### src/rtl/trifid_pkg.sv
// Shared definitions for the trifid letter code: trit encodings, assembly
// FSM states and the code-to-ASCII translation table.
package trifid_pkg;

  localparam logic [1:0] TRIT_1   = 2'b00;
  localparam logic [1:0] TRIT_2   = 2'b01;
  localparam logic [1:0] TRIT_3   = 2'b10;
  localparam logic [1:0] TRIT_BAD = 2'b11;

  typedef enum logic [1:0] {
    S_T1 = 2'd0,
    S_T2 = 2'd1,
    S_T3 = 2'd2
  } asm_state_t;

  // Only legal trits reach this function, so the 27 listed codes are the
  // complete input set; the default arm just keeps the logic fully specified.
  function automatic logic [7:0] code_to_ascii(input logic [5:0] code);
    logic [7:0] ch;
    case (code)
      6'b101001: ch = 8'h41; // A
      6'b000110: ch = 8'h42; // B
      6'b001001: ch = 8'h43; // C
      6'b010101: ch = 8'h44; // D
      6'b100000: ch = 8'h45; // E
      6'b000000: ch = 8'h46; // F
      6'b010001: ch = 8'h47; // G
      6'b100101: ch = 8'h48; // H
      6'b101010: ch = 8'h49; // I
      6'b000100: ch = 8'h4A; // J
      6'b100110: ch = 8'h4B; // K
      6'b011000: ch = 8'h4C; // L
      6'b010010: ch = 8'h4D; // M
      6'b100001: ch = 8'h4E; // N
      6'b001000: ch = 8'h4F; // O
      6'b011001: ch = 8'h50; // P
      6'b101000: ch = 8'h51; // Q
      6'b000001: ch = 8'h52; // R
      6'b001010: ch = 8'h53; // S
      6'b011010: ch = 8'h54; // T
      6'b100100: ch = 8'h55; // U
      6'b010000: ch = 8'h56; // V
      6'b010110: ch = 8'h57; // W
      6'b000101: ch = 8'h58; // X
      6'b000010: ch = 8'h59; // Y
      6'b010100: ch = 8'h5A; // Z
      6'b100010: ch = 8'h2E; // '.'
      default:   ch = 8'h00;
    endcase
    return ch;
  endfunction

endpackage

### src/rtl/trifid_decoder_char_fifo.sv
// Small synchronous FIFO holding decoded characters for the consumer.
// Head reads as 8'h00 whenever the FIFO is empty.
module char_fifo #(
  parameter int DEPTH = 4
) (
  input  logic                     clk,
  input  logic                     reset,
  input  logic                     push,
  input  logic [7:0]               push_data,
  input  logic                     pop,
  output logic [7:0]               head,
  output logic                     full,
  output logic                     empty,
  output logic [$clog2(DEPTH):0]   level
);

  localparam int AW = $clog2(DEPTH);
  localparam logic [AW:0] FULL_LEVEL = (AW+1)'(DEPTH);

  logic [7:0]    mem [DEPTH];
  logic [AW-1:0] wr_ptr;
  logic [AW-1:0] rd_ptr;
  logic          do_push;
  logic          do_pop;

  assign full    = (level == FULL_LEVEL);
  assign empty   = (level == '0);
  assign do_push = push && !full;
  assign do_pop  = pop && !empty;
  assign head    = empty ? 8'h00 : mem[rd_ptr];

  // Storage, pointers and occupancy; reset discards every entry.
  always_ff @(posedge clk or posedge reset) begin
    if (reset) begin
      wr_ptr <= '0;
      rd_ptr <= '0;
      level  <= '0;
      for (int i = 0; i < DEPTH; i++) mem[i] <= 8'h00;
    end else begin
      if (do_push) begin
        mem[wr_ptr] <= push_data;
        wr_ptr      <= wr_ptr + 1'b1;
      end
      if (do_pop) rd_ptr <= rd_ptr + 1'b1;
      case ({do_push, do_pop})
        2'b10:   level <= level + 1'b1;
        2'b01:   level <= level - 1'b1;
        default: level <= level;
      endcase
    end
  end

endmodule

### src/rtl/trifid_decoder.sv
// Trifid decoder: gathers three serial trits into a 6-bit code, translates
// it to ASCII and queues the character for the consumer.
//
// state | meaning
// S_T1  | waiting for first trit of a group
// S_T2  | first trit held, waiting for second
// S_T3  | two trits held, third completes the group (stalls when FIFO full)
module trifid_decoder
  import trifid_pkg::*;
#(
  parameter int DEPTH = 4
) (
  input  logic                     clk,
  input  logic                     reset,
  input  logic                     sym_valid,
  input  logic [1:0]               sym,
  output logic                     sym_ready,
  input  logic                     frame_clr,
  output logic                     char_valid,
  output logic [7:0]               char_data,
  input  logic                     char_ready,
  output logic                     err,
  output logic [$clog2(DEPTH):0]   level
);

  asm_state_t state, state_next;
  logic [1:0] t1, t2;
  logic       load_t1, load_t2;
  logic       push;
  logic       err_next;
  logic       accept;
  logic       full, empty;
  logic [7:0] push_data;

  // full is derived from registered occupancy, so no path from char_ready.
  assign sym_ready  = (state != S_T3) || !full;
  assign accept     = sym_valid && sym_ready;
  assign push_data  = code_to_ascii({t1, t2, sym});
  assign char_valid = !empty;

  // State, partial-group trits and registered error pulse.
  always_ff @(posedge clk or posedge reset) begin
    if (reset) begin
      state <= S_T1;
      t1    <= TRIT_1;
      t2    <= TRIT_1;
      err   <= 1'b0;
    end else begin
      state <= state_next;
      err   <= err_next;
      if (load_t1) t1 <= sym;
      if (load_t2) t2 <= sym;
    end
  end

  // Next-state and push decisions; a frame clear overrides any trit.
  always_comb begin
    state_next = state;
    load_t1    = 1'b0;
    load_t2    = 1'b0;
    push       = 1'b0;
    err_next   = 1'b0;
    if (frame_clr) begin
      state_next = S_T1;
    end else if (accept) begin
      if (sym == TRIT_BAD) begin
        err_next   = 1'b1;
        state_next = S_T1;
      end else begin
        case (state)
          S_T1: begin
            load_t1    = 1'b1;
            state_next = S_T2;
          end
          S_T2: begin
            load_t2    = 1'b1;
            state_next = S_T3;
          end
          S_T3: begin
            push       = 1'b1;
            state_next = S_T1;
          end
          default: state_next = S_T1;
        endcase
      end
    end
  end

  char_fifo #(.DEPTH(DEPTH)) u_fifo (
    .clk       (clk),
    .reset     (reset),
    .push      (push),
    .push_data (push_data),
    .pop       (char_ready),
    .head      (char_data),
    .full      (full),
    .empty     (empty),
    .level     (level)
  );

endmodule
### config.mk
export PLATFORM = sky130hd
export DESIGN_NAME = trifid_decoder
export DESIGN_NICKNAME = d
export VERILOG_FILES = /design/src/rtl/trifid_pkg.sv /design/src/rtl/trifid_decoder_char_fifo.sv /design/src/rtl/trifid_decoder.sv
export SDC_FILE = /design/constraint.sdc
export NUM_CORES = 1
export LEC_CHECK = 0
export ABC_CLOCK_PERIOD_IN_PS = 3100
export BUFFER_PORTS_ARGS = -buffer_cell sky130_fd_sc_hd__buf_2
export CAP_MARGIN = 20
export CORE_MARGIN = 2
export CORE_UTILIZATION = 40
export CTS_BUF_LIST = sky130_fd_sc_hd__clkbuf_4 sky130_fd_sc_hd__clkbuf_8
export CTS_CLUSTER_SIZE = 8
export DETAILED_ROUTE_END_ITERATION = 10
export PLACE_DENSITY = 0.67
export RECOVER_POWER = 50
export SLEW_MARGIN = 10
export SYNTH_ARGS = -nofsm -noshare
export SYNTH_HDL_FRONTEND = slang
export SYNTH_SLANG_ARGS = --single-unit
export TNS_END_PERCENT = 20
### constraint.sdc
create_clock -name clk -period 3.1 [get_ports clk]
set_input_delay 0.93 -clock clk [delete_from_list [all_inputs] [get_ports clk]]
set_output_delay 0.93 -clock clk [all_outputs]
set_load 0.03 [all_outputs]
* After elaboration in Yosys (flattened, before gate mapping)
Memory sizes are Yosys's and may differ from the RTL's.
Cells that the tools add are included.
** Word-level totals
- Bits in read-only memories :: 448
- Logic and storage cells :: 66
- Memories kept :: 1
- Flip-flop bits (word level) :: 46
** Cells by class
- Add/subtract/negate cells :: 4
- Muxes and demuxes :: 27
- Bitwise logic cells :: 2
- Reductions and logical operators :: 11
- Equality and inequality tests :: 7
- Magnitude comparators :: 3
** Memory list
- (no name shown) :: words 64, width 7, rd ports 1, clocked after Yosys merged registers in 0, wr ports 0, RTL line trifid_pkg.sv:20 : case (code)
** Operators with widths (number)
- 32-bit bitwise mux :: 1
- 8-bit 2-to-1 mux :: 4
- 8-bit binary-select mux with 2-bit select :: 1
- 8-bit demux with 2-bit select :: 1
- 1-bit 2-to-1 mux :: 15
- 2-bit equality test (second input constant) :: 3
- 3-bit >= comparator (second input constant) :: 2
- 2-bit 2-to-1 mux :: 3
- 2-bit inverter with 3-bit output :: 2
- 3-bit case mux with 2 select lines :: 1
- 2-bit by 1-bit adder with 2-bit output (second input constant) :: 2
- 2-bit by 1-bit equality test with 1-bit output (second input constant) :: 2
- 1-bit logical AND :: 4
- 2-bit case mux with 2 select lines :: 1
- 2-bit nonzero test :: 2
- 3-bit by 1-bit adder with 3-bit output (second input constant) :: 1
- 3-bit equality test (second input constant) :: 1
- 3-bit zero test :: 1
- 3-bit by 1-bit less-than comparator with 1-bit output (second input constant) :: 1
- 3-bit by 1-bit subtractor with 3-bit output (second input constant) :: 1
- 1-bit zero test :: 2
- 2-bit zero test :: 1
- 2-bit inequality test (second input constant) :: 1
- 1-bit logical OR :: 1

* Logic depth before layout (Yosys ltp)
Gate-level depths: netlist of the first run.
- Depth after elaboration :: 9
- Depth in mapped cells :: 9
- Depth with buffers taken out :: 9

* Hierarchy
A second synthesis of the first run with hierarchy kept.
** Second synthesis, totals
- Cell total of the unflattened synthesis :: 212
- Area, all modules :: 2596.2 µm²
** By module, submodules not included
- char_fifo :: area each 1841.8 µm², times used 1, cells an instance 125, seq. area each 975.9 µm²
- trifid_decoder :: area each 754.5 µm², times used 1, cells an instance 87, seq. area each 175.2 µm²

* Worst setup path before layout of the first run
No wires, ideal clock.
- Path kind :: in2reg
- From :: input port sym[0]
- To :: register u_fifo.level[2]
- Library setup time :: 0.136 ns
- Arrival time :: 2.515 ns
- Required time :: 2.964 ns
- Path buffers :: 0
- Setup slack :: 0.449 ns
- Cell stages on the path :: 9
- Cell sequence :: ha_1 nor3b_4 nand3_1 ha_1 inv_1 fa_1 xor2_1 nor2_1 xor2_1
** Between the ends
- Longest elaborated chain between the ends :: 7
** RTL lines
- start: declaration :: RTL line trifid_decoder.sv:16 : input logic [1:0] sym,
- 2-bit equality test (*) :: RTL line trifid_decoder.sv:66 : if (sym == TRIT_BAD) begin
- 1-bit 2-to-1 mux (*) :: RTL line trifid_decoder.sv:66
- 1-bit 2-to-1 mux (*) :: RTL line trifid_decoder.sv:65 : end else if (accept) begin
- 1-bit 2-to-1 mux (*) :: RTL line trifid_decoder.sv:63 : if (frame_clr) begin
- 1-bit logical AND (*) :: RTL line trifid_decoder_char_fifo.sv:28 : assign do_push = push && !full;
- 2-bit by 1-bit equality test with 1-bit output / 2-bit equality test (equally long branches) :: RTL line trifid_decoder_char_fifo.sv:45 : case ({do_push, do_pop})
- 3-bit case mux with 2 select lines / 2-bit nonzero test (equally long branches)
- end signal: assignment :: RTL line trifid_decoder_char_fifo.sv:46 : 2'b10: level <= level + 1'b1;
- end signal: assignment :: RTL line trifid_decoder_char_fifo.sv:47 : 2'b01: level <= level - 1'b1;
- end signal: assignment :: RTL line trifid_decoder_char_fifo.sv:48 : default: level <= level;
- end: declaration :: RTL line trifid_decoder_char_fifo.sv:14 : output logic [$clog2(DEPTH):0] level
Every way passes the cells marked *; elsewhere a longest branch is shown, timed or not.
A chain may end at the register's enable or synchronous reset.

* Worst setup path after layout of the first run
- From :: register u_fifo.rd_ptr[0]
- To :: output port char_data[6]
** Between the ends
- Longest elaborated chain between the ends :: 5
** RTL lines
- start: declaration :: RTL line trifid_decoder_char_fifo.sv:22 : logic [AW-1:0] rd_ptr;
- start signal: assignment :: RTL line trifid_decoder_char_fifo.sv:44 : if (do_pop) rd_ptr <= rd_ptr + 1'b1;
- 2-bit inverter with 3-bit output (implied by the code) :: RTL line trifid_decoder_char_fifo.sv:30 : assign head = empty ? 8'h00 : mem[rd_ptr];
- 8-bit binary-select mux with 2-bit select :: RTL line trifid_decoder_char_fifo.sv:30
- 8-bit 2-to-1 mux (implied by the code) (2 in a row) :: RTL line trifid_decoder_char_fifo.sv:30
- 8-bit 2-to-1 mux :: RTL line trifid_decoder_char_fifo.sv:30
- end: declaration :: RTL line trifid_decoder.sv:20 : output logic [7:0] char_data,
Every way passes these cells. The select of a mux whose other input is x is not followed.

==> summary.txt, run 1 <==
Setup path
  – CP cell instances: mux4_2 > and2_1 > buf_2
  – Crit path max fanout: 9
  – Crit end category: output port
  – Startpoint types: flip-flop
  – Reg2Reg Setup Slack: 0.76 ns
  – CP peak stage delay: 0.69 ns
  – Arrival time of the worst setup path: 1.90 ns
  – Worst path buffer plus inverter count: 1
  – Worst path required time: 2.17 ns
  – End of the critical path: char_data[6]
  – R2R depth: 8
  – Crit path launch: u_fifo.rd_ptr[0]
  – FF-to-FF Start: u_fifo.level[0]
  – Critical path class: flip-flop to output port
  – Worst reg2reg endpoint: u_fifo.level[2]
  – WP depth: 3
  – Critical path's top delay family: flip-flops
  – Slowest-stage cell, CP: dfrtp_1

Placed design
  – IO Port Bufs: 19
  – Final HPWL DP: 3.251 mm
  – GPL Wtd Cong: 0.9323

Drt
  – Post-DR wirelength/cell: 15.19 um
  – Drt pass-1 iters: 4
  – Vias: 1586
  – Via density: 5.217
  – Final WL: 4.617 mm
  – Residual DRC count: 0
  – Post-route ant nets: 0
  – DRT iter0 DRCs: 171

Hold path
  – Hold Crit Class: flip-flop to flip-flop

Synth
  – Mapped Cells: 210
  – Post-Syn Nets: 227
  – Synth Cell Area: 0.002397 sq mm
  – Fraction of registers with async set/reset: 1.000
  – Yosys reg bits: 42
  – Post-synth top cells: 42 x dfrtp_1, 21 x mux2_2, 12 x a21oi_1
  – Area share of the largest cell type after synthesis: 0.4384
  – Syn avg cell area: 11.42 sq um
  – Primary FF master, synth: dfrtp_1
  – EDFF count, synth: 0
  – Synth area leaders: dfrtp_1 44%, mux2_2 9.9%, mux4_2 6.6%
  – Count of different cell masters after synthesis: 41
  – Seq/Total Area, Yosys: 0.4384
  – Top-count cell post-synth: dfrtp_1
  – Synth area leader: dfrtp_1
  – Synth warn: 0

Global routing
  – Overall global routing resource usage: 0.1554
  – Total gr overflow: 0
  – Antenna violations before repair: 0
  – First-pass GRT wire length: 7.741 mm
  – Vias in the first global route: 1587
  – Largest net degree at the start of global routing: 43

Finish
  – Area Overhead vs Synth: 10.86%
  – Antenna Cells: 0
  – Fillers: 541
  – Layout net count: 245
  – Layout cells sized above 1: 0.2707
  – Fin util: 0.4542

CTS
  – Root Driver: clkbuf_8
  – Clock Pin Slew Worst Setup and Hold Paths: 0.09 ns
  – CTS max path bufs: 2
  – Worst-skew pair later-pin latency: 0.30 ns
  – Post-CTS Setup Inserts: 0
  – CTS Buf Count: 5
  – H-tree levels: 2
  – CTS tree: yes
  – CTS Sinks: 42
  – PostCTS Resize Cnt: 0
  – Post-cts hold buffer count: 0

STA
  – Fin crit period: 2.835 ns
  – Final period util: 0.9144
  – Hold Vio Cnt, Final: 0
  – F_max: 352.8 MHz
  – Setup violations, final: 0
  – Max transition margin: 0.3063
  – Worst slew pin tran: 1.041 ns
  – Max Transition Viols Final: 0
  – RSZ-0062 raised after global routing: no
  – WHS: 0.5063 ns
  – Setup TNS: 0 ns
  – Post-route clock skew: 0.003341 ns

Floorplan
  – Core region area: 0.005851 sq mm
  – Die height: 81.42 um
  – Die width: 81.42 um
  – Io pins: 21
  – # rows: 28
  – Starting Density: 0.4098
  – Die area: 0.006628 sq mm

Run
  – Max_cap viols: 0

Power
  – Worst vdd ir: 0.0003593 V
  – P_leak: 1.331 nW
  – Power per cell area: 667.4 mW/mm^2
  – Final Power: 1.774 mW

Status
  – Status: finished clean
-- layout by cell type, fill, tap and decap left out, types with 2 or more instances in the layout --
master and n:
xor2_1 4, mux2i_1 9, nor2b_1 8, nand2b_1 6, buf_2 17, inv_1 11
o31ai_1 5, a21oi_1 12, clkbuf_1 2, o21ai_0 9, mux2_2 21, and2_1 7
nor2_1 11, clkbuf_8 5, nor3_1 2, nand2_1 10, mux4_2 7, nand4_2 4
dfrtp_1 42, xnor2_1 3, ha_1 9
-- state kept, by name, indices dropped and copies added (netlist names) --
| name | cells |
|---|---|
| u_fifo.mem | 28 |
| t2 | 2 |
| u_fifo.rd_ptr | 2 |
| err | 1 |
| u_fifo.level | 3 |
| t1 | 2 |
| state | 2 |
| u_fifo.wr_ptr | 2 |
-- cell type report --
cell class / count / area (sq um) / area share
clock buffer: 5 / 68.82 / 0.02589
clock inverter: 3 / 48.80 / 0.01836
inverter: 11 / 41.29 / 0.01554
multi-input combinational: 147 / 1249 / 0.4699
sequential: 42 / 1051 / 0.3955
tap: 75 / 93.84 / 0.03531
timing repair buffer: 21 / 105.1 / 0.03955
-- power by group --
part	leakage [nW]	switching [mW]	internal (mW)	total, mW
logic	0.710	0.308	0.241	0.549
registers	0.565	0.147	0.628	0.775
clock network	0.0563	0.205	0.245	0.450
total	1.33	0.660	1.11	1.77
-- cell families (layout without fill, tap and decap cells) --
logic type	after synthesis	after routing	synth area share
muxes	37	37	0.2020
DFF	42	42	0.4384
buffers and inverters	21	40	0.04070
adders and majority gates	10	10	0.05532
AOI/OAI and AO/OA	33	33	0.08456
and+or+nand+nor	59	59	0.1519
xor gates and xnor gates	7	7	0.02557
other	1	1	0.001564
-- how the worst min path moves through the flow --
stage	startpoint	endpoint	cells past startpoint
finish	u_fifo.mem[14]	u_fifo.mem[14]	1
global route	u_fifo.mem[8]	u_fifo.mem[8]	1
CTS	u_fifo.mem[14]	u_fifo.mem[14]	1
detailed placement	u_fifo.mem[14]	u_fifo.mem[14]	1
global placement	u_fifo.mem[0]	u_fifo.mem[0]	1
floorplan	u_fifo.mem[12]	u_fifo.mem[12]	2
-- per-layer routing --
metal	part of all wire	wire (um)	track usage	up-vias
met4	0.0082	38	0.04068	0
li1	-	-	-	776
met1	0.47	2176	0.2010	784
met5	0	0	0	-
met3	0.032	150	0.03846	4
met2	0.49	2251	0.2607	22
-- through the flow --
step | cell area (sq um) | setup WS, ns | std cells
global route | 2658 | 0.1400 | 304
finish | 2658 | 0.2655 | 304
CTS | 2663 | 0.2298 | 304
floorplan | 2397 | 0.4494 | 210
detailed placement | 2545 | 0.3542 | 296
global placement | 2545 | 0.3790 | 296
No activity file was read; power rests on OpenSTA's default activity.
==> inputs of run 2 (changes only) <==
SETUP_SLACK_MARGIN = 0.2   (was not set)
SYNTH_HIERARCHICAL = 1   (was not set)
==> run 2 against run 1 <==
Net effect: clock power up 4.7%; combinational power rose by 8.0%; critical path type unchanged; sequential share of layout area down 0.80 points; via count grew 7.3%; area after synthesis is 8.3% higher; critical path depth up 1; critical endpoint is now sym_ready; total power rose by 6.1%.
==> summary.txt, run 2 <==
Synth
  – Synth warn: 6 (+6)
  – Top-count cell post-synth: dfrtp_1
  – Primary FF master, synth: dfrtp_1
  – Yosys reg bits: 46 (+9.5%)
  – Count of different cell masters after synthesis: 44 (+7.3%)
  – Synth area leaders: dfrtp_1 44%, mux2_2 14%, mux4_2 6.9%
  – Seq/Total Area, Yosys: 0.4434 (+0.004960)
  – Fraction of registers with async set/reset: 1.000 (unchanged)
  – Post-synth top cells: 46 x dfrtp_1, 33 x mux2_2, 15 x inv_1
  – Syn avg cell area: 12.25 sq um (+7.3%)
  – Area share of the largest cell type after synthesis: 0.4434 (+0.004960)
  – Synth area leader: dfrtp_1
  – Synth Cell Area: 0.002596 sq mm (+8.3%)
  – EDFF count, synth: 0 (unchanged)
  – Mapped Cells: 212 (+0.95%)

Power
  – Clock power share: 0.250 (-0.004)
  – P_leak: 1.469 nW (+10%)
  – Power per cell area: 633.7 mW/mm^2 (-5.1%)
  – Switching Power: 0.6968 mW (+5.6%)
  – Worst vdd ir: 0.0004576 V (+27%)
  – Part of the power in registers: 0.435 (-0.002)
  – Switching part of the total: 0.3702 (-0.001833)
  – Final Power: 1.882 mW (+6.1%)
  – Combinational power share: 0.315 (+0.006)
  – Int Power: 1.186 mW (+6.4%)

Placed design
  – IO Port Bufs: 20 (+1)
  – Final HPWL DP: 3.497 mm (+7.6%)
  – Place WS: 0.05202 ns (-0.3022 ns)
  – GPL Wtd Cong: 0.7912 (-15%)

Finish
  – Fin util: 0.4705 (+0.01624)
  – Layout cells sized above 1: 0.3482 (+0.07744)
  – Layout net count: 266 (+8.6%)
  – Commonest non-fill, non-tap cell in the layout: dfrtp_1
  – Most frequent cells in the layout: 46 x dfrtp_1, 33 x mux2_2, 16 x buf_2
  – Fillers: 627 (+16%)
  – Number of flip-flops in the largest register: 32 (+14%)
  – Regs by FF count: u_fifo/mem x32, u_fifo/level x3
  – Antenna Cells: 0 (unchanged)
  – Biggest register: u_fifo/mem
  – Area Overhead vs Synth: 14.41%

Drt
  – Residual DRC count: 0 (unchanged)
  – Vias: 1702 (+7.3%)
  – Post-route ant nets: 0 (unchanged)
  – Drt pass-1 iters: 6 (+2)
  – Post-Route M1 WL: 2.387 mm (+9.7%)
  – Post-DR wirelength/cell: 15.54 um (+2.3%)
  – Max Used Layer: met4
  – Via density: 5.253 (+0.69%)
  – Final WL: 5.034 mm (+9.0%)
  – Routed wl met3: 134 um (-11%)
  – DRT iter0 DRCs: 78 (-54%)
  – Wire length on met2: 2.462 mm (+9.4%)

Setup path
  – Crit path max fanout: 6 (-3)
  – Arrival time of the worst setup path: 1.82 ns (-0.08 ns)
  – Critical path class: flip-flop to output port
  – Crit end category: output port
  – Startpoint types: flip-flop
  – Reg2Reg Setup Slack: 0.66 ns (-0.10 ns)
  – R2R depth: 9 (+1)
  – Worst reg2reg endpoint: u_fifo/level[2]
  – FF-to-FF Start: u_fifo/level[0]
  – Worst path required time: 2.17 ns (about the same)

STA
  – RSZ-0062 raised after global routing: no
  – Max transition margin: 0.3425 (+0.03615)
  – Setup TNS: 0 ns (unchanged)
  – Max Transition Viols Final: 0 (unchanged)
  – Worst slew pin tran: 0.9863 ns (-0.05423 ns)
  – Setup violations, final: 0 (unchanged)
  – Final worst setup slack: 0.3535 ns (+0.08798 ns)
  – Post-route clock skew: 0.01136 ns (+0.008024 ns)
  – F_max: 364.1 MHz (+3.2%)
  – Fin crit period: 2.747 ns (-0.08798 ns)
  – Final period util: 0.8860 (-0.02838)
  – Hold Vio Cnt, Final: 0 (unchanged)

Hold path
  – Hold Crit Class: flip-flop to flip-flop
  – Hold path depth: 1 (unchanged)
  – Hold wc startpoint: u_fifo/rd_ptr[0]
  – Min-Delay Endpoint: u_fifo/rd_ptr[0]

CTS
  – Post-CTS Setup Inserts: 0 (unchanged)
  – CTS max path bufs: 2 (unchanged)
  – Worst-skew pair later-pin latency: 0.30 ns (about the same)
  – H-tree levels: 2 (unchanged)
  – Root Driver: clkbuf_8
  – Clock Pin Slew Worst Setup and Hold Paths: 0.09 ns (about the same)
  – CTS Buf Count: 5 (unchanged)
  – CTS tree: yes
  – CTS Sinks: 46 (+9.5%)

Floorplan
  – # rows: 29 (+3.6%)
  – Die area: 0.007151 sq mm (+7.9%)
  – Io pins: 21 (unchanged)
  – Die width: 84.57 um (+3.9%)
  – Die height: 84.57 um (+3.9%)
  – Starting Density: 0.4112 (+0.001465)
  – Core region area: 0.006314 sq mm (+7.9%)

Status
  – Status: finished clean

Global routing
  – First-pass GRT wire length: 8.424 mm (+8.8%)
  – Antenna violations before repair: 0 (unchanged)
  – Largest net degree at the start of global routing: 40 (-7.0%)
  – Vias in the first global route: 1710 (+7.8%)
  – Total gr overflow: 0 (unchanged)
  – Overall global routing resource usage: 0.1504 (-0.004932)

Run
  – Max_cap viols: 0 (unchanged)
run 2: worst max-delay path by stage:
stage	startpoint	end	slack (ns)	depth (start not counted)
2_1_floorplan	sym[0]	u_fifo/level[2]	0.25	9
5_1_grt	u_fifo/level[0]	sym_ready	0.19	4
6_report	u_fifo/level[0]	sym_ready	0.35	4
3_3_place_gp	sym[0]	u_fifo/level[2]	0.08	10
3_5_place_dp	sym[0]	u_fifo/level[1]	0.05	8
4_1_cts	sym[0]	u_fifo/level[1]	0.37	8
run 2: stage by stage:
step,hold slack [ns],area [sq um],instances
2_1_floorplan,0.4752,2614,215
3_5_place_dp,0.4900,2860,316
6_report,0.5055,2970,324
4_1_cts,0.5031,2978,324
5_1_grt,0.5233,2970,324
3_3_place_gp,0.4797,2860,316
run 2: what timing repair did:
action | 4_1_cts | 5_1_grt
setup endpoints to repair | 0 | 1
gates resized for setup | 0 | 1
hold buffers | 0 | 0
run 2: routing by layer:
layer,vias up,GRT usage
li1,817,-
met1,863,0.2049
met2,20,0.2412
met3,2,0.03245
met4,0,0.04762
met5,-,0
run 2: cell families after synthesis:
group / after synthesis / synth area share
AND/OR/NAND/NOR: 52 / 0.1263
multiplexers: 50 / 0.2472
flip-flops: 46 / 0.4434
buffers and inverters: 22 / 0.03421
AO/OA/AOI/OAI: 21 / 0.05832
adder cells (fa/ha/maj): 13 / 0.06554
XOR/XNOR: 7 / 0.02361
other: 1 / 0.001444
run 2: power groups by stage:
stage          clock network [mW]  logic, mW  registers, mW
2_1_floorplan                   0      0.484          0.782
3_3_place_gp                    0      0.598          0.827
3_5_place_dp                    0      0.610          0.829
4_1_cts                     0.485      0.613          0.817
5_1_grt                     0.515      0.667          0.832
6_report                    0.471      0.593          0.818
run 2: cell type report:
cell class	count	area, sq um	share of cell area
inverters	15	56.30	0.01896
flip-flops and latches	46	1151	0.3875
clock buffers	5	68.82	0.02317
multi-input cells	147	1378	0.4638
repair buffers	31	171.4	0.05771
well taps	77	96.34	0.03243
clock inverters	3	48.80	0.01643
run 2: worst max-delay path: stages (launching register included):
cell	delay [ns]
dfrtp_1	0.44
nor3b_1	0.49
buf_4	0.26
nand3b_1	0.13
buf_2	0.20
==> inputs of run 3 (changes only) <==
--- a/config.mk
+++ b/config.mk
@@ -6,5 +6,5 @@
 export NUM_CORES = 1
 export LEC_CHECK = 0
-export ABC_CLOCK_PERIOD_IN_PS = 3100
+export ABC_CLOCK_PERIOD_IN_PS = 3550
 export BUFFER_PORTS_ARGS = -buffer_cell sky130_fd_sc_hd__buf_2
 export CAP_MARGIN = 20
==> constraint.sdc (replaced) <==
create_clock -name clk -period 3.55 [get_ports clk]
set_input_delay 1.065 -clock clk [delete_from_list [all_inputs] [get_ports clk]]
set_output_delay 1.065 -clock clk [all_outputs]
set_load 0.005 [all_outputs]
==> run 3 against run 2 <==
Net effect: clock power is 31% lower; die area stayed put; register-to-register slack better by 0.44 ns; largest cell class unchanged; sequential share of layout area is 1.1 points higher; final area is 2.7% lower; highest routed layer unchanged; global-route usage is 0.53 points lower; combinational power is 28% lower; non-clock buffer count is 5 lower.
==> summary.txt, run 3 (same netlist as run 2, synthesis figures left out) <==
Status
  – Status: finished clean

Drt
  – Post-DR wirelength/cell: 15.11 um (-2.7%)
  – DRT iter0 DRCs: 104 (+33%)
  – Residual DRC count: 0 (unchanged)
  – Via density: 5.288 (+0.67%)
  – Vias: 1687 (-0.88%)
  – Drt pass-1 iters: 4 (-2)
  – Final WL: 4.821 mm (-4.2%)
  – Post-route ant nets: 0 (unchanged)

Power
  – Combinational power share: 0.286 (-0.029)
  – Clock power share: 0.217 (-0.033)
  – Power per cell area: 514.1 mW/mm^2 (-19%)
  – Worst vdd ir: 0.0004126 V (-9.8%)
  – Switching part of the total: 0.3577 (-0.01252)
  – P_leak: 1.427 nW (-2.9%)
  – Switching Power: 0.5316 mW (-24%)
  – Part of the power in registers: 0.497 (+0.062)
  – Int Power: 0.9548 mW (-19%)

Global routing
  – Overall global routing resource usage: 0.1451 (-0.005297)
  – Antenna violations before repair: 0 (unchanged)
  – Largest net degree at the start of global routing: 22 (-45%)
  – Vias in the first global route: 1718 (+0.47%)
  – Total gr overflow: 0 (unchanged)
  – First-pass GRT wire length: 8.121 mm (-3.6%)

Placed design
  – Area after DPL: 0.002816 sq mm (-1.5%)
  – Final HPWL DP: 3.420 mm (-2.2%)
  – GPL Wtd Cong: 0.8835 (+12%)
  – IO Port Bufs: 20 (unchanged)

Finish
  – Commonest non-fill, non-tap cell in the layout: dfrtp_1
  – Area Overhead vs Synth: 11.37%
  – Layout cells sized above 1: 0.3306 (-0.01760)
  – Antenna Cells: 0 (unchanged)
  – Most frequent cells in the layout: 46 x dfrtp_1, 33 x mux2_2, 18 x buf_2
  – Number of flip-flops in the largest register: 32 (unchanged)
  – Post-route design area: 0.002892 sq mm (-2.7%)
  – Area of the multi-input gates: 0.001364 sq mm (-1.0%)
  – Register Area: 0.001151 sq mm (unchanged)
  – Biggest register: u_fifo/mem
  – Regs by FF count: u_fifo/mem x32, u_fifo/level x3
  – Fillers: 626 (-0.16%)
  – Layout net count: 261 (-1.9%)

STA
  – F_max: 329.4 MHz
  – Final period util: 0.8553
  – Setup TNS: 0 ns (unchanged)
  – Setup violations, final: 0 (unchanged)
  – Post-route clock skew: 0.01182 ns (+0.0004525 ns)
  – RSZ-0062 raised after global routing: no
  – Hold Vio Cnt, Final: 0 (unchanged)
  – Fin crit period: 3.036 ns
  – Worst slew pin tran: 0.9083 ns (-0.07802 ns)
  – Max transition margin: 0.3945 (+0.05201)
  – Max Transition Viols Final: 0 (unchanged)

CTS
  – Worst-skew pair later-pin latency: 0.30 ns (about the same)
  – Clock Pin Slew Worst Setup and Hold Paths: 0.09 ns (about the same)
  – H-tree levels: 2 (unchanged)
  – Root Driver: clkbuf_8
  – CTS Buf Count: 5 (unchanged)
  – CTS Sinks: 46 (unchanged)
  – Post-CTS Setup Inserts: 0 (unchanged)
  – PostCTS Resize Cnt: 0 (unchanged)
  – CTS tree: yes
  – CTS max path bufs: 2 (unchanged)
  – Post-cts hold buffer count: 0 (unchanged)

Setup path
  – CP peak stage delay: 0.77 ns (+0.28 ns)
  – Slowest-stage cell, CP: dfrtp_1
  – Worst path buffer plus inverter count: 1 (-1)
  – WP depth: 3 (-1)
  – R2R depth: 11 (+2)
  – Startpoint types: flip-flop
  – Critical path class: flip-flop to output port
  – CP cell instances: mux4_2 > nor2b_1 > buf_2
  – Crit end category: output port
  – Critical path's top delay family: flip-flops
  – Worst path required time: 2.48 ns (+0.31 ns)
  – Crit path max fanout: 10 (+4)
  – Arrival time of the worst setup path: 1.97 ns (+0.15 ns)

Floorplan
  – Die width: 84.57 um (unchanged)
  – Starting Density: 0.4112 (unchanged)
  – Die height: 84.57 um (unchanged)
  – Core region area: 0.006314 sq mm (unchanged)
  – # rows: 29 (unchanged)
  – Io pins: 21 (unchanged)
  – Die area: 0.007151 sq mm (unchanged)

Hold path
  – Hold Crit Class: flip-flop to flip-flop
  – Hold path depth: 1 (unchanged)

Run
  – Max_cap viols: 0 (unchanged)
-- run 3: stage by stage --
| step | cells | hold slack [ns] | power [mW] | worst slack [ns] | utilization |
|---|---|---|---|---|---|
| 2_1_floorplan | 215 | 0.4752 | 1.051 | 0.4696 | - |
| 3_3_place_gp | 311 | 0.4845 | 1.175 | 0.3774 | 0.4461 |
| 3_5_place_dp | 311 | 0.4921 | 1.186 | 0.3820 | 0.4461 |
| 4_1_cts | 319 | 0.5138 | 1.515 | 0.5392 | 0.4608 |
| 5_1_grt | 319 | 0.5270 | 1.598 | 0.4168 | 0.4580 |
| 6_report | 319 | 0.5078 | 1.486 | 0.5137 | 0.4580 |
-- run 3: final cells by class --
class,instances,area share
clock buffers,5,0.02380
multi-input cells,147,0.4717
repair buffers,26,0.04543
inverters,15,0.01947
clock inverters,3,0.008222
flip-flops and latches,46,0.3981
well taps,77,0.03332
-- run 3: power groups by stage --
stage                     logic [mW]  clock network [mW]  registers [mW]
final                          0.425               0.323           0.739
after global placement         0.427                   0           0.748
after global routing           0.474               0.361           0.762
after floorplan                0.402                   0           0.649
after CTS                      0.437               0.338           0.739
after detailed placement       0.436                   0           0.750
-- run 3: worst paths after layout --
| check | start | end | slack, ns |
|---|---|---|---|
| worst max-delay path | u_fifo/rd_ptr[0] | char_data[3] | 0.51 |
| min in group asynchronous | reset | u_fifo/level[2] | 0.69 |
| worst min register to register | u_fifo/mem[20] | u_fifo/mem[20] | 0.51 |
| worst max register to register | u_fifo/level[2] | u_fifo/level[2] | 1.10 |
| worst min-delay path | u_fifo/mem[20] | u_fifo/mem[20] | 0.51 |
| max in group asynchronous | reset | u_fifo/mem[20] | 1.73 |
-- run 3: routing by layer --
metal  routed length, um  GRT usage
met5                   0          0
met1                2214     0.1914
met4                  47    0.04185
met2                2401     0.2384
met3                 156    0.03638
-- run 3: worst register-to-register path, cell delays in order (launching register included) --
cell     delay (ns)
dfrtp_1        0.43
nor3b_2        0.17
buf_4          0.16
nor4_1         0.25
buf_4          0.17
or2b_2         0.33
ha_1           0.24
inv_1          0.07
fa_1           0.17
xor2_1         0.14
nor2_1         0.06
xor2_1         0.13
